==> config.mk <==
export PLATFORM = sky130hd
export DESIGN_NAME = vga_timing_gen
export DESIGN_NICKNAME = d
export VERILOG_FILES = /design/src/rtl/vga_timing_gen.sv
export SDC_FILE = /design/constraint.sdc
export NUM_CORES = 1
export LEC_CHECK = 0
export CORE_MARGIN = 3
export CORE_UTILIZATION = 30
export CTS_CLUSTER_SIZE = 10
export DETAILED_ROUTE_END_ITERATION = 10
export DONT_BUFFER_PORTS = 1
export GPL_TIMING_DRIVEN = 1
export PLACE_DENSITY = 0.52
export SLEW_MARGIN = 10
export SYNTH_ARGS = -nofsm -noshare
export SYNTH_HDL_FRONTEND = slang
export SYNTH_SLANG_ARGS = --single-unit
==> constraint.sdc <==
create_clock -name clk_in -period 2.75 [get_ports clk_in]
set_clock_uncertainty 0.1 [all_clocks]
set_input_delay 0.825 -clock clk_in [delete_from_list [all_inputs] [get_ports clk_in]]
set_output_delay 0.825 -clock clk_in [all_outputs]
set_load 0.02 [all_outputs]
==> src/rtl/vga_timing_gen.sv <==
// Purpose: VGA raster timing generator with two parameterised modes and a
//          frame-boundary mode switch; decoded position/sync/blank outputs.
// Latency: DELAY enabled cycles from counter state to outputs; en_in low freezes all.
// Ports:   clk_in/rst_in (sync, active-low)/en_in pixel enable/mode_in request;
//          hcount_out, vcount_out, hsync_out, vsync_out, blank_out,
//          frame_start_out, line_start_out, mode_out (all mutually aligned).
module vga_timing_gen #(
  parameter int H_ACTIVE0 = 640,
  parameter int H_FP0     = 16,
  parameter int H_SYNC0   = 96,
  parameter int H_BP0     = 48,
  parameter int V_ACTIVE0 = 480,
  parameter int V_FP0     = 10,
  parameter int V_SYNC0   = 2,
  parameter int V_BP0     = 33,
  parameter int H_ACTIVE1 = 800,
  parameter int H_FP1     = 40,
  parameter int H_SYNC1   = 128,
  parameter int H_BP1     = 88,
  parameter int V_ACTIVE1 = 600,
  parameter int V_FP1     = 1,
  parameter int V_SYNC1   = 4,
  parameter int V_BP1     = 23,
  parameter bit SYNC_POL  = 1'b0,
  parameter int DELAY     = 1,
  parameter int HCOUNT_W  = 11,
  parameter int VCOUNT_W  = 10
) (
  input  logic                clk_in,
  input  logic                rst_in,
  input  logic                en_in,
  input  logic                mode_in,
  output logic [HCOUNT_W-1:0] hcount_out,
  output logic [VCOUNT_W-1:0] vcount_out,
  output logic                hsync_out,
  output logic                vsync_out,
  output logic                blank_out,
  output logic                frame_start_out,
  output logic                line_start_out,
  output logic                mode_out
);

  // Boundaries are stored as "last index" values so that nothing here needs
  // to represent a full total, which may not fit the counter width.
  localparam logic [HCOUNT_W-1:0] H_LAST0 = HCOUNT_W'(H_ACTIVE0 + H_FP0 + H_SYNC0 + H_BP0 - 1);
  localparam logic [HCOUNT_W-1:0] H_LAST1 = HCOUNT_W'(H_ACTIVE1 + H_FP1 + H_SYNC1 + H_BP1 - 1);
  localparam logic [VCOUNT_W-1:0] V_LAST0 = VCOUNT_W'(V_ACTIVE0 + V_FP0 + V_SYNC0 + V_BP0 - 1);
  localparam logic [VCOUNT_W-1:0] V_LAST1 = VCOUNT_W'(V_ACTIVE1 + V_FP1 + V_SYNC1 + V_BP1 - 1);

  localparam logic [HCOUNT_W-1:0] H_ACT0 = HCOUNT_W'(H_ACTIVE0);
  localparam logic [HCOUNT_W-1:0] H_ACT1 = HCOUNT_W'(H_ACTIVE1);
  localparam logic [VCOUNT_W-1:0] V_ACT0 = VCOUNT_W'(V_ACTIVE0);
  localparam logic [VCOUNT_W-1:0] V_ACT1 = VCOUNT_W'(V_ACTIVE1);

  // Sync window as [first, last]; a zero-width sync gives last < first.
  localparam logic [HCOUNT_W-1:0] H_SF0 = HCOUNT_W'(H_ACTIVE0 + H_FP0);
  localparam logic [HCOUNT_W-1:0] H_SL0 = HCOUNT_W'(H_ACTIVE0 + H_FP0 + H_SYNC0 - 1);
  localparam logic [HCOUNT_W-1:0] H_SF1 = HCOUNT_W'(H_ACTIVE1 + H_FP1);
  localparam logic [HCOUNT_W-1:0] H_SL1 = HCOUNT_W'(H_ACTIVE1 + H_FP1 + H_SYNC1 - 1);
  localparam logic [VCOUNT_W-1:0] V_SF0 = VCOUNT_W'(V_ACTIVE0 + V_FP0);
  localparam logic [VCOUNT_W-1:0] V_SL0 = VCOUNT_W'(V_ACTIVE0 + V_FP0 + V_SYNC0 - 1);
  localparam logic [VCOUNT_W-1:0] V_SF1 = VCOUNT_W'(V_ACTIVE1 + V_FP1);
  localparam logic [VCOUNT_W-1:0] V_SL1 = VCOUNT_W'(V_ACTIVE1 + V_FP1 + V_SYNC1 - 1);

  typedef struct packed {
    logic [HCOUNT_W-1:0] h;
    logic [VCOUNT_W-1:0] v;
    logic                hs;
    logic                vs;
    logic                blank;
    logic                fs;
    logic                ls;
    logic                m;
  } pix_t;

  localparam pix_t PIX_RST = '{h: '0, v: '0, hs: ~SYNC_POL, vs: ~SYNC_POL,
                               blank: 1'b1, fs: 1'b0, ls: 1'b0, m: 1'b0};

  logic [HCOUNT_W-1:0] h_q, h_d;
  logic [VCOUNT_W-1:0] v_q, v_d;
  logic                m_q, m_d;

  logic [HCOUNT_W-1:0] h_last, h_act, h_sf, h_sl;
  logic [VCOUNT_W-1:0] v_last, v_act, v_sf, v_sl;
  logic                hs_act, vs_act;
  pix_t                dec_d;
  pix_t                pipe_q [DELAY];

  // All limits follow the mode currently in force, so a frame always
  // completes with the timing it started with.
  always_comb begin
    h_last = m_q ? H_LAST1 : H_LAST0;
    v_last = m_q ? V_LAST1 : V_LAST0;
    h_act  = m_q ? H_ACT1  : H_ACT0;
    v_act  = m_q ? V_ACT1  : V_ACT0;
    h_sf   = m_q ? H_SF1   : H_SF0;
    h_sl   = m_q ? H_SL1   : H_SL0;
    v_sf   = m_q ? V_SF1   : V_SF0;
    v_sl   = m_q ? V_SL1   : V_SL0;
  end

  always_comb begin
    h_d = h_q;
    v_d = v_q;
    m_d = m_q;
    if (en_in) begin
      if (h_q == h_last) begin
        h_d = '0;
        if (v_q == v_last) begin
          v_d = '0;
          m_d = mode_in;  // mode is only adopted on the frame-boundary cycle
        end else begin
          v_d = v_q + 1'b1;
        end
      end else begin
        h_d = h_q + 1'b1;
      end
    end
  end

  always_comb begin
    hs_act      = (h_q >= h_sf) && (h_q <= h_sl);
    vs_act      = (v_q >= v_sf) && (v_q <= v_sl);
    dec_d       = PIX_RST;
    dec_d.h     = h_q;
    dec_d.v     = v_q;
    dec_d.hs    = SYNC_POL ? hs_act : ~hs_act;
    dec_d.vs    = SYNC_POL ? vs_act : ~vs_act;
    dec_d.blank = (h_q >= h_act) || (v_q >= v_act);
    dec_d.fs    = (h_q == '0) && (v_q == '0);
    dec_d.ls    = (h_q == '0);
    dec_d.m     = m_q;
  end

  always_ff @(posedge clk_in) begin
    if (!rst_in) begin
      h_q <= '0;
      v_q <= '0;
      m_q <= 1'b0;
    end else begin
      h_q <= h_d;
      v_q <= v_d;
      m_q <= m_d;
    end
  end

  // Every stage advances only with en_in so disabled cycles never insert,
  // drop or repeat a pixel in the output stream.
  always_ff @(posedge clk_in) begin
    if (!rst_in) begin
      for (int i = 0; i < DELAY; i++) pipe_q[i] <= PIX_RST;
    end else if (en_in) begin
      pipe_q[0] <= dec_d;
      for (int i = 1; i < DELAY; i++) pipe_q[i] <= pipe_q[i-1];
    end
  end

  always_comb begin
    hcount_out      = pipe_q[DELAY-1].h;
    vcount_out      = pipe_q[DELAY-1].v;
    hsync_out       = pipe_q[DELAY-1].hs;
    vsync_out       = pipe_q[DELAY-1].vs;
    blank_out       = pipe_q[DELAY-1].blank;
    frame_start_out = pipe_q[DELAY-1].fs;
    line_start_out  = pipe_q[DELAY-1].ls;
    mode_out        = pipe_q[DELAY-1].m;
  end

endmodule
==> results of run 1 <==
==> synth_stat cells (3+ instances only) <==
| library cell | n | area (um^2) |
|---|---|---|
| a21boi_0 | 3 | 22.5 |
| ha_1 | 22 | 275 |
| o211ai_1 | 4 | 30.0 |
| xnor2_1 | 10 | 87.6 |
| nand2b_1 | 7 | 43.8 |
| buf_2 | 5 | 25.0 |
| nand3b_1 | 5 | 37.5 |
| inv_1 | 15 | 56.3 |
| and4_1 | 4 | 35.0 |
| nand2_1 | 24 | 90.1 |
| dfxtp_1 | 22 | 440 |
| and2_1 | 4 | 25.0 |
| a211o_1 | 3 | 26.3 |
| edfxtp_1 | 27 | 811 |
| clkbuf_1 | 8 | 30.0 |
| nor2_1 | 25 | 93.8 |
| a21oi_1 | 13 | 65.1 |
| nand3_1 | 12 | 60.1 |
| and3_1 | 13 | 81.3 |
| nor3_1 | 5 | 25.0 |
| o32ai_1 | 4 | 35.0 |
| nand4_1 | 6 | 37.5 |
==> where the power goes <==
group,internal [mW],switching [mW]
clock network,0.270,0.227
registers,0.794,0.0352
logic,0.0121,0.0226
==> routing by layer <==
metal  up-vias  wire [um]
met1       943       3040
met2        58       2640
met4         0         41
li1       1027          -
met3         2        342
met5         -          0
==> path summary, 6_finish.rpt <==
kind / startpoint / endpoint / slack [ps] / depth (start not counted)
max: m_q / m_q / 340 / 6
min: v_q[0] / v_q[0] / 440 / 2
max reg2reg: m_q / m_q / 340 / 6
min reg2reg: v_q[0] / v_q[0] / 440 / 2
==> flip-flops by register name (all words and copies together), names as in the netlist <==
signal  flops
h_q        11
m_q         1
pipe_q     27
v_q        10
==> kinds of logic after synthesis <==
kind of cell | after synthesis | synth area share, %
buffers and inverters | 31 | 5.04
DFF | 49 | 44.6
AOI/OAI and AO/OA | 44 | 11.7
and+or+nand+nor | 126 | 25.7
xor gates and xnor gates | 10 | 3.12
adders and majority gates | 22 | 9.82
==> metrics by stage <==
stage | cells | utilization, %
finish | 388 | 33.8
global route | 388 | 33.8
CTS | 388 | 33.8
detailed placement | 380 | 32.6
global placement | 380 | 32.6
floorplan | 282 | -
==> critical path, delay by kind of cell (launching register included) <==
kind / cells / cell delay, ps
simple gates: 2 / 770
flops: 1 / 410
compound gates: 2 / 470
buf+inv: 1 / 170
fa+ha+maj: 1 / 360
==> final cells by class <==
class,count,area share (%)
Inverter,15,1.87
Clock buffer,6,2.41
Multi-Input combinational cell,202,46.9
Tap cell,108,4.50
Sequential cell,49,41.6
Clock inverter,2,1.17
Timing Repair Buffer,6,1.50
==> summary.txt, run 1 <==
GRT
  • Global-route wire length before repair: 10,000 um
  • GRT Max-Usage Layer: met2
  • Met1 GRT Util: 17.1%
  • Grt met2 use: 18.1%
  • Largest net degree at the start of global routing: 42
  • Congestion Overflow GR: 0
  • Initial antenna violation count: 0
  • Met3 Usage GRT: 2.77%
  • Vias in the first global route: 1,931
  • GRT Util Overall: 12.1%

Finish
  • Share of layout cells above drive strength 1: 7.14%
  • Design area: 3010 um^2
  • Reg area: 1250 um^2
  • Final nets: 305
  • # diodes: 0
  • Most common cell after layout, fill and taps aside: edfxtp_1
  • Fillers: 887
  • Area grow syn2layout: 7.23%
  • Most frequent cells in the layout: 27 x edfxtp_1, 25 x nor2_1, 24 x nand2_1, 22 x ha_1, 22 x dfxtp_1
  • Multi-input gate area: 1410 um^2

Placement
  • Dpl hpwl: 4410 um
  • Port Buffer Count: 0
  • Final GP Congestion: 0.872
  • Placed Instance Area: 2900 um^2
  • Setup WS pre-CTS: 336 ps

Clocking
  • CTS Root Cell: clkbuf_8
  • Htree depth: 2
  • CTS buffer count: 5
  • Clock transition at path regs: 90 ps
  • CTS tree: built
  • # hold bufs at CTS: 0
  • Clock Tree Buf Depth: 2
  • Setup bufs post-CTS: 0
  • Clock sink count: 49
  • CTS resizes: 0
  • Clk_lat worst skew: 290 ps

STA
  • RSZ-0062 raised after global routing: false
  • Final period utilization: 87.7%
  • Max Clock Freq: 0.414 GHz
  • Setup TNS: 0 ps
  • Worst slew pin tran: 592 ps
  • Slew HR: 60.4%
  • Fin worst setup slack: 337 ps
  • Max-slew violations: 0
  • Final hold violations: 0
  • Min cycle time layout: 2410 ps
  • # setup viols final: 0
  • WHS: 437 ps

Worst setup path
  • Critical path class: reg -> reg
  • Critical Path RT: 2820 ps
  • Critical Path End Type: register
  • Worst-path cell chain: inv_1, ha_1, nor4bb_1, nand4_1, o211ai_1, o31ai_1
  • Max stage delay cell, worst path: nand4_1
  • Largest stage delay, worst path: 510 ps
  • Critical path startpoint category: register
  • CP max FO: 13
  • Arrival @ worst endpoint: 2480 ps

Detailed routing
  • Detailed-route vias per instance: 5.23
  • Routed WL: 6060 um
  • ANT nets after route: 0
  • DRC viols: 0
  • Iter 0 DRT Violations: 89
  • First-pass detailed-route iteration total: 4
  • Drt wl/cell: 15.6 um
  • Total number of vias: 2,030

Synth
  • Post-Syn Instances: 282
  • Count of cell types in the netlist: 52
  • Post-synth EDFFs: 27
  • Number of synthesized register bits: 49
  • Top FF cell, synth: edfxtp_1
  • Synth warn: 0
  • Avg Cell Area, Syn: 9.94 um^2
  • Async SR Flop Fraction: 0%
  • Net count after synthesis: 308
  • Post-Syn Area: 2800 um^2
  • Seq/Total Area, Yosys: 44.6%

Flow run
  • Max-cap viol count: 0

Die
  • I/O pin count: 31
  • Die H: 103 um
  • Full die area: 10,500 um^2
  • Core outline area: 8890 um^2
  • Starting Density: 31.5%
  • # rows: 34
  • Die W: 103 um

Power and ir drop
  • Leakage power: 1.11 nW
  • PwrDens: 453 nW/um^2
  • Pwr Total: 1.36 mW
  • Max IR drop VDD: 0.000167 V

Hold path
  • Min-Delay Path Class: reg -> reg

Outcome
  • Status: finished, final reports clean
No activity file was read; power rests on OpenSTA's default activity.
==> run 2: changes to the inputs <==
Settings changed: SETUP_SLACK_MARGIN from default to 0.5.
==> run 2 against run 1 <==
Net effect:
- sequential power barely moved
- fmax rose by 13%
- clock-buffer cell count did not move
- non-clock buffer count rose by 10
- combinational power fell by 4%
- final cell count rose by 2.8%
- routed wire length rose by 2.4%
==> summary.txt, run 2 (same netlist as run 1, synthesis figures left out) <==
GRT
  • Vias in the first global route: 1,928
  • Global-route wire length before repair: 10,100 um
  • Congestion Overflow GR: 0
  • Initial antenna violation count: 0
  • GRT Util Overall: 12.2%
  • Largest net degree at the start of global routing: 42

Worst setup path
  • Critical Path RT: 2850 ps
  • Flop-to-flop setup slack: 610 ps
  • Arrival @ worst endpoint: 2240 ps
  • Critical Path End Type: register
  • R2R cell count: 7
  • Critical path startpoint category: register
  • Critical path class: reg -> reg
  • CP max FO: 7
  • Critical R2R Capture: v_q[2]
  • Worst setup path startpoint: m_q
  • Worst setup path end: v_q[2]
  • R2r startpoint: m_q

STA
  • Final hold violations: 0
  • Setup TNS: 0 ps
  • # setup viols final: 0
  • RSZ-0062 raised after global routing: false
  • Max-slew violations: 0
  • Min cycle time layout: 2140 ps
  • Slew HR: 58.8%
  • Fin worst setup slack: 610 ps
  • Final period utilization: 77.8%
  • Worst slew pin tran: 619 ps
  • Max Clock Freq: 0.467 GHz

Power and ir drop
  • Leakage power: 1.16 nW
  • P_int: 1.07 mW
  • Sequential Power Share: 60.8%
  • Max IR drop VDD: 0.000167 V
  • Comb power frac: 2.4%
  • PwrDens: 436 nW/um^2
  • Switch share: 21.1%
  • Clock share of power: 36.8%
  • Net switching power: 288 uW

Outcome
  • Status: finished, final reports clean

Clocking
  • CTS buffer count: 5
  • Clock transition at path regs: 90 ps
  • CTS Root Cell: clkbuf_8
  • Clock Tree Buf Depth: 2
  • Htree depth: 2
  • Clock sink count: 49
  • # hold bufs at CTS: 0
  • CTS tree: built
  • Clk_lat worst skew: 300 ps

Hold path
  • Min-Delay Path Class: reg -> reg
  • HP Start: h_q[1]

Die
  • Core outline area: 8890 um^2
  • I/O pin count: 31
  • Die W: 103 um
  • # rows: 34
  • Starting Density: 31.5%
  • Full die area: 10,500 um^2
  • Die H: 103 um

Detailed routing
  • Iter 0 DRT Violations: 130
  • Max Used Layer: met4
  • Drt wl/cell: 15.5 um
  • First-pass detailed-route iteration total: 4
  • DRC viols: 0
  • ANT nets after route: 0
  • Routed WL: 6200 um
  • Detailed-route vias per instance: 5.33
  • Met1 wire length: 3070 um
  • Met2 Wirelength: 2700 um
  • Met3 Routed Length: 303 um
  • Total number of vias: 2,126

Finish
  • Most common cell after layout, fill and taps aside: edfxtp_1
  • Area grow syn2layout: 11.4%
  • # diodes: 0
  • Biggest registers after layout: pipe_q (27), h_q (11), v_q (10)
  • Final nets: 316
  • Max FFs per register: 27
  • Share of layout cells above drive strength 1: 13.1%
  • Fillers: 894
  • Top reg by flops: pipe_q
  • Most frequent cells in the layout: 27 x edfxtp_1, 25 x nor2_1, 24 x nand2_1, 22 x ha_1, 19 x dfxtp_1

Flow run
  • Max-cap viol count: 0

Placement
  • Port Buffer Count: 0
  • Dpl hpwl: 4360 um
  • Final GP Congestion: 0.875
  • Setup WS pre-CTS: 251 ps
run 2: power groups by stage:
| stage | Clock (mW) | Sequential [mW] | Combinational (mW) |
|---|---|---|---|
| CTS | 0.518 | 0.829 | 0.0336 |
| global route | 0.538 | 0.832 | 0.0389 |
| floorplan | 0 | 0.843 | 0.0340 |
| global placement | 0 | 0.847 | 0.0339 |
| detailed placement | 0 | 0.847 | 0.0336 |
| finish | 0.501 | 0.828 | 0.0333 |
run 2: worst min path at each step:
stage	cells after the start	slack, ps	endpoint
after global placement	2	410	v_q[0]
final	2	440	h_q[1]
after floorplan	2	370	v_q[5]
after detailed placement	2	430	v_q[0]
after global routing	2	480	h_q[1]
after CTS	2	440	v_q[0]
run 2: layout make-up:
type | count | area [um^2] | area share [%]
inverters | 15 | 60.1 | 1.92
repair buffers | 16 | 120 | 3.85
clock inverters | 2 | 35.0 | 1.12
flip-flops and latches | 49 | 1260 | 40.3
well taps | 108 | 135 | 4.33
clock buffers | 6 | 72.6 | 2.32
multi-input cells | 203 | 1440 | 46.2
run 2: layer usage:
| layer | GRT usage [%] | vias up |
|---|---|---|
| li1 | - | 1053 |
| met4 | 4.54 | 0 |
| met3 | 2.23 | 10 |
| met2 | 18.1 | 58 |
| met5 | 0 | - |
| met1 | 17.5 | 1005 |
run 2: metrics by stage:
step                      hold WS, ps  cell area (um^2)  instances  total power [mW]  util [%]
after floorplan                   375              2810        282             0.877         -
after detailed placement          427              2900        380             0.880      32.6
final                             442              3120        399              1.36      35.1
after CTS                         441              3050        393              1.38      34.3
after global routing              475              3120        399              1.41      35.1
after global placement            408              2900        380             0.881      32.6
run 2: worst max-delay path: stages, from the launching register on:
cell and delay, ps:
dfxtp_4 380, clkinvlp_4 150, ha_1 380, and4bb_2 370
o2111ai_2 220, buf_4 230, a21oi_1 110, o22ai_1 100
run 2: what timing repair did:
| item | in CTS | in global routing |
|---|---|---|
| endpoints found under the setup margin | 18 | 9 |
| gates cloned | 0 | 1 |
| pin swaps | 2 | 1 |
| setup buffers | 5 | 5 |
| resized for setup | 1 | 6 |
==> run 3: changes to the inputs <==
Clock period 2.75 ns to 2.2 ns, I/O delays scaled along.
==> run 3 against run 2 <==
Net effect:
- sequential power increased by 24%
- global-route usage is 1.6 points higher
- utilization is 5.8 points higher
- critical endpoint is now v_q[1]
- register-to-register slack worse by 320 ps
- cell area increased by 17%
- final cell count rose by 6.5%
- routed wire length increased by 14%
- critical path depth up 1
- worst hold slack worse by 60 ps
- flip-flop and latch count unchanged
- worst setup slack got worse by 320 ps
==> summary.txt, run 3 (same netlist as run 1, synthesis figures left out) <==
Clocking
  • CTS tree: built
  • Htree depth: 2
  • Clock sink count: 49
  • Clock Tree Buf Depth: 2
  • # hold bufs at CTS: 0
  • Clk_lat worst skew: 300 ps
  • CTS Root Cell: clkbuf_8
  • Clock transition at path regs: 100 ps
  • CTS buffer count: 5

Die
  • I/O pin count: 31
  • Die H: 103 um
  • Die W: 103 um
  • Full die area: 10,500 um^2
  • Starting Density: 31.5%
  • Core outline area: 8890 um^2
  • # rows: 34

Worst setup path
  • Critical path startpoint category: register
  • Critical path class: reg -> reg
  • Arrival @ worst endpoint: 2050 ps
  • CP max FO: 6
  • Critical Path RT: 2340 ps
  • Critical Path End Type: register

Detailed routing
  • Iter 0 DRT Violations: 167
  • Drt wl/cell: 16.7 um
  • Total number of vias: 2,236
  • DRC viols: 0
  • Routed WL: 7080 um
  • ANT nets after route: 0
  • Detailed-route vias per instance: 5.26
  • First-pass detailed-route iteration total: 4

Finish
  • Top reg by flops: pipe_q
  • # diodes: 0
  • Area grow syn2layout: 29.9%
  • Most common cell after layout, fill and taps aside: buf_4
  • Most frequent cells in the layout: 36 x buf_4, 27 x edfxtp_1, 25 x nor2_1, 23 x nand2_1, 13 x and3_1
  • Share of layout cells above drive strength 1: 33.4%
  • Biggest registers after layout: pipe_q (27), h_q (11), v_q (10)
  • Fillers: 816
  • Final nets: 342
  • Max FFs per register: 27

STA
  • Worst slew pin tran: 384 ps
  • RSZ-0062 raised after global routing: true
  • Max Clock Freq: 0.522 GHz
  • Min cycle time layout: 1910 ps
  • # setup viols final: 0
  • Final hold violations: 0
  • Max-slew violations: 0
  • Slew HR: 74.4%
  • Final period utilization: 87.0%
  • Setup TNS: 0 ps

GRT
  • Initial antenna violation count: 0
  • Global-route wire length before repair: 11,600 um
  • Largest net degree at the start of global routing: 42
  • Vias in the first global route: 2,194
  • Congestion Overflow GR: 0
  • GRT Util Overall: 13.8%

Outcome
  • Status: finished, final reports clean

Placement
  • Dpl hpwl: 4610 um
  • Final GP Congestion: 0.801
  • Port Buffer Count: 0

Power and ir drop
  • Pwr Total: 1.63 mW
  • PwrDens: 448 nW/um^2
  • Leakage power: 1.31 nW
  • Max IR drop VDD: 0.000199 V

Flow run
  • Max-cap viol count: 0

Hold path
  • Min-Delay Path Class: in -> reg
[run 3: metrics by stage]
stage                     cells  setup slack (ps)  hold WS, ps  util, %  area [um^2]
after global placement      389               157          422     34.0         3020
after CTS                   415               304          373     39.0         3470
after floorplan             282               324          375        -         2870
final                       425               286          382     40.9         3640
after detailed placement    389              81.8          429     34.0         3020
after global routing        425               194          376     40.9         3640
[run 3: cell type report]
class,instances,area (um^2),area share [%]
Sequential cell,49,1280,35.1
Timing Repair Buffer,42,338,9.28
Tap cell,108,135,3.71
Inverter,15,66.3,1.82
Clock inverter,2,15.0,0.413
Clock buffer,6,72.6,1.99
Multi-Input combinational cell,203,1740,47.7
[run 3: power by group]
group	switching [mW]	internal (mW)	leakage, nW
clock	0.309	0.225	0.0374
combinational	0.0356	0.0292	0.795
sequential	0.0461	0.987	0.477
[run 3: path summary, 6_finish.rpt]
path,startpoint,end,slack [ps],depth (start not counted)
min reg2reg,v_q[0],v_q[0],410,2
min,rst_in,v_q[5],380,1
max,m_q,v_q[1],290,8
max reg2reg,m_q,v_q[1],290,8
[run 3: repair_timing]
item                                    4_1_cts  5_1_grt
resized for setup                            46       19
pin swaps                                    22       18
buffers inserted                             16       10
endpoints found under the setup margin       23       23
hold endpoints to repair                      0        0
cloned                                        2        0
[run 3: critical path, cell delays in order (launching register included)]
cell and delay (ps):
dfxtp_4 390, buf_4 180, ha_4 290, nor3_2 40
nand4_1 110, buf_4 140, buf_6 120, or3b_1 340
a21boi_1 140
[run 3: routing by layer]
| layer | track usage (%) | share of wire [%] |
|---|---|---|
| met3 | 1.89 | 3.9 |
| met1 | 19.9 | 48 |
| met4 | 3.53 | 1.1 |
| met5 | 0 | 0 |
| met2 | 21.5 | 47 |
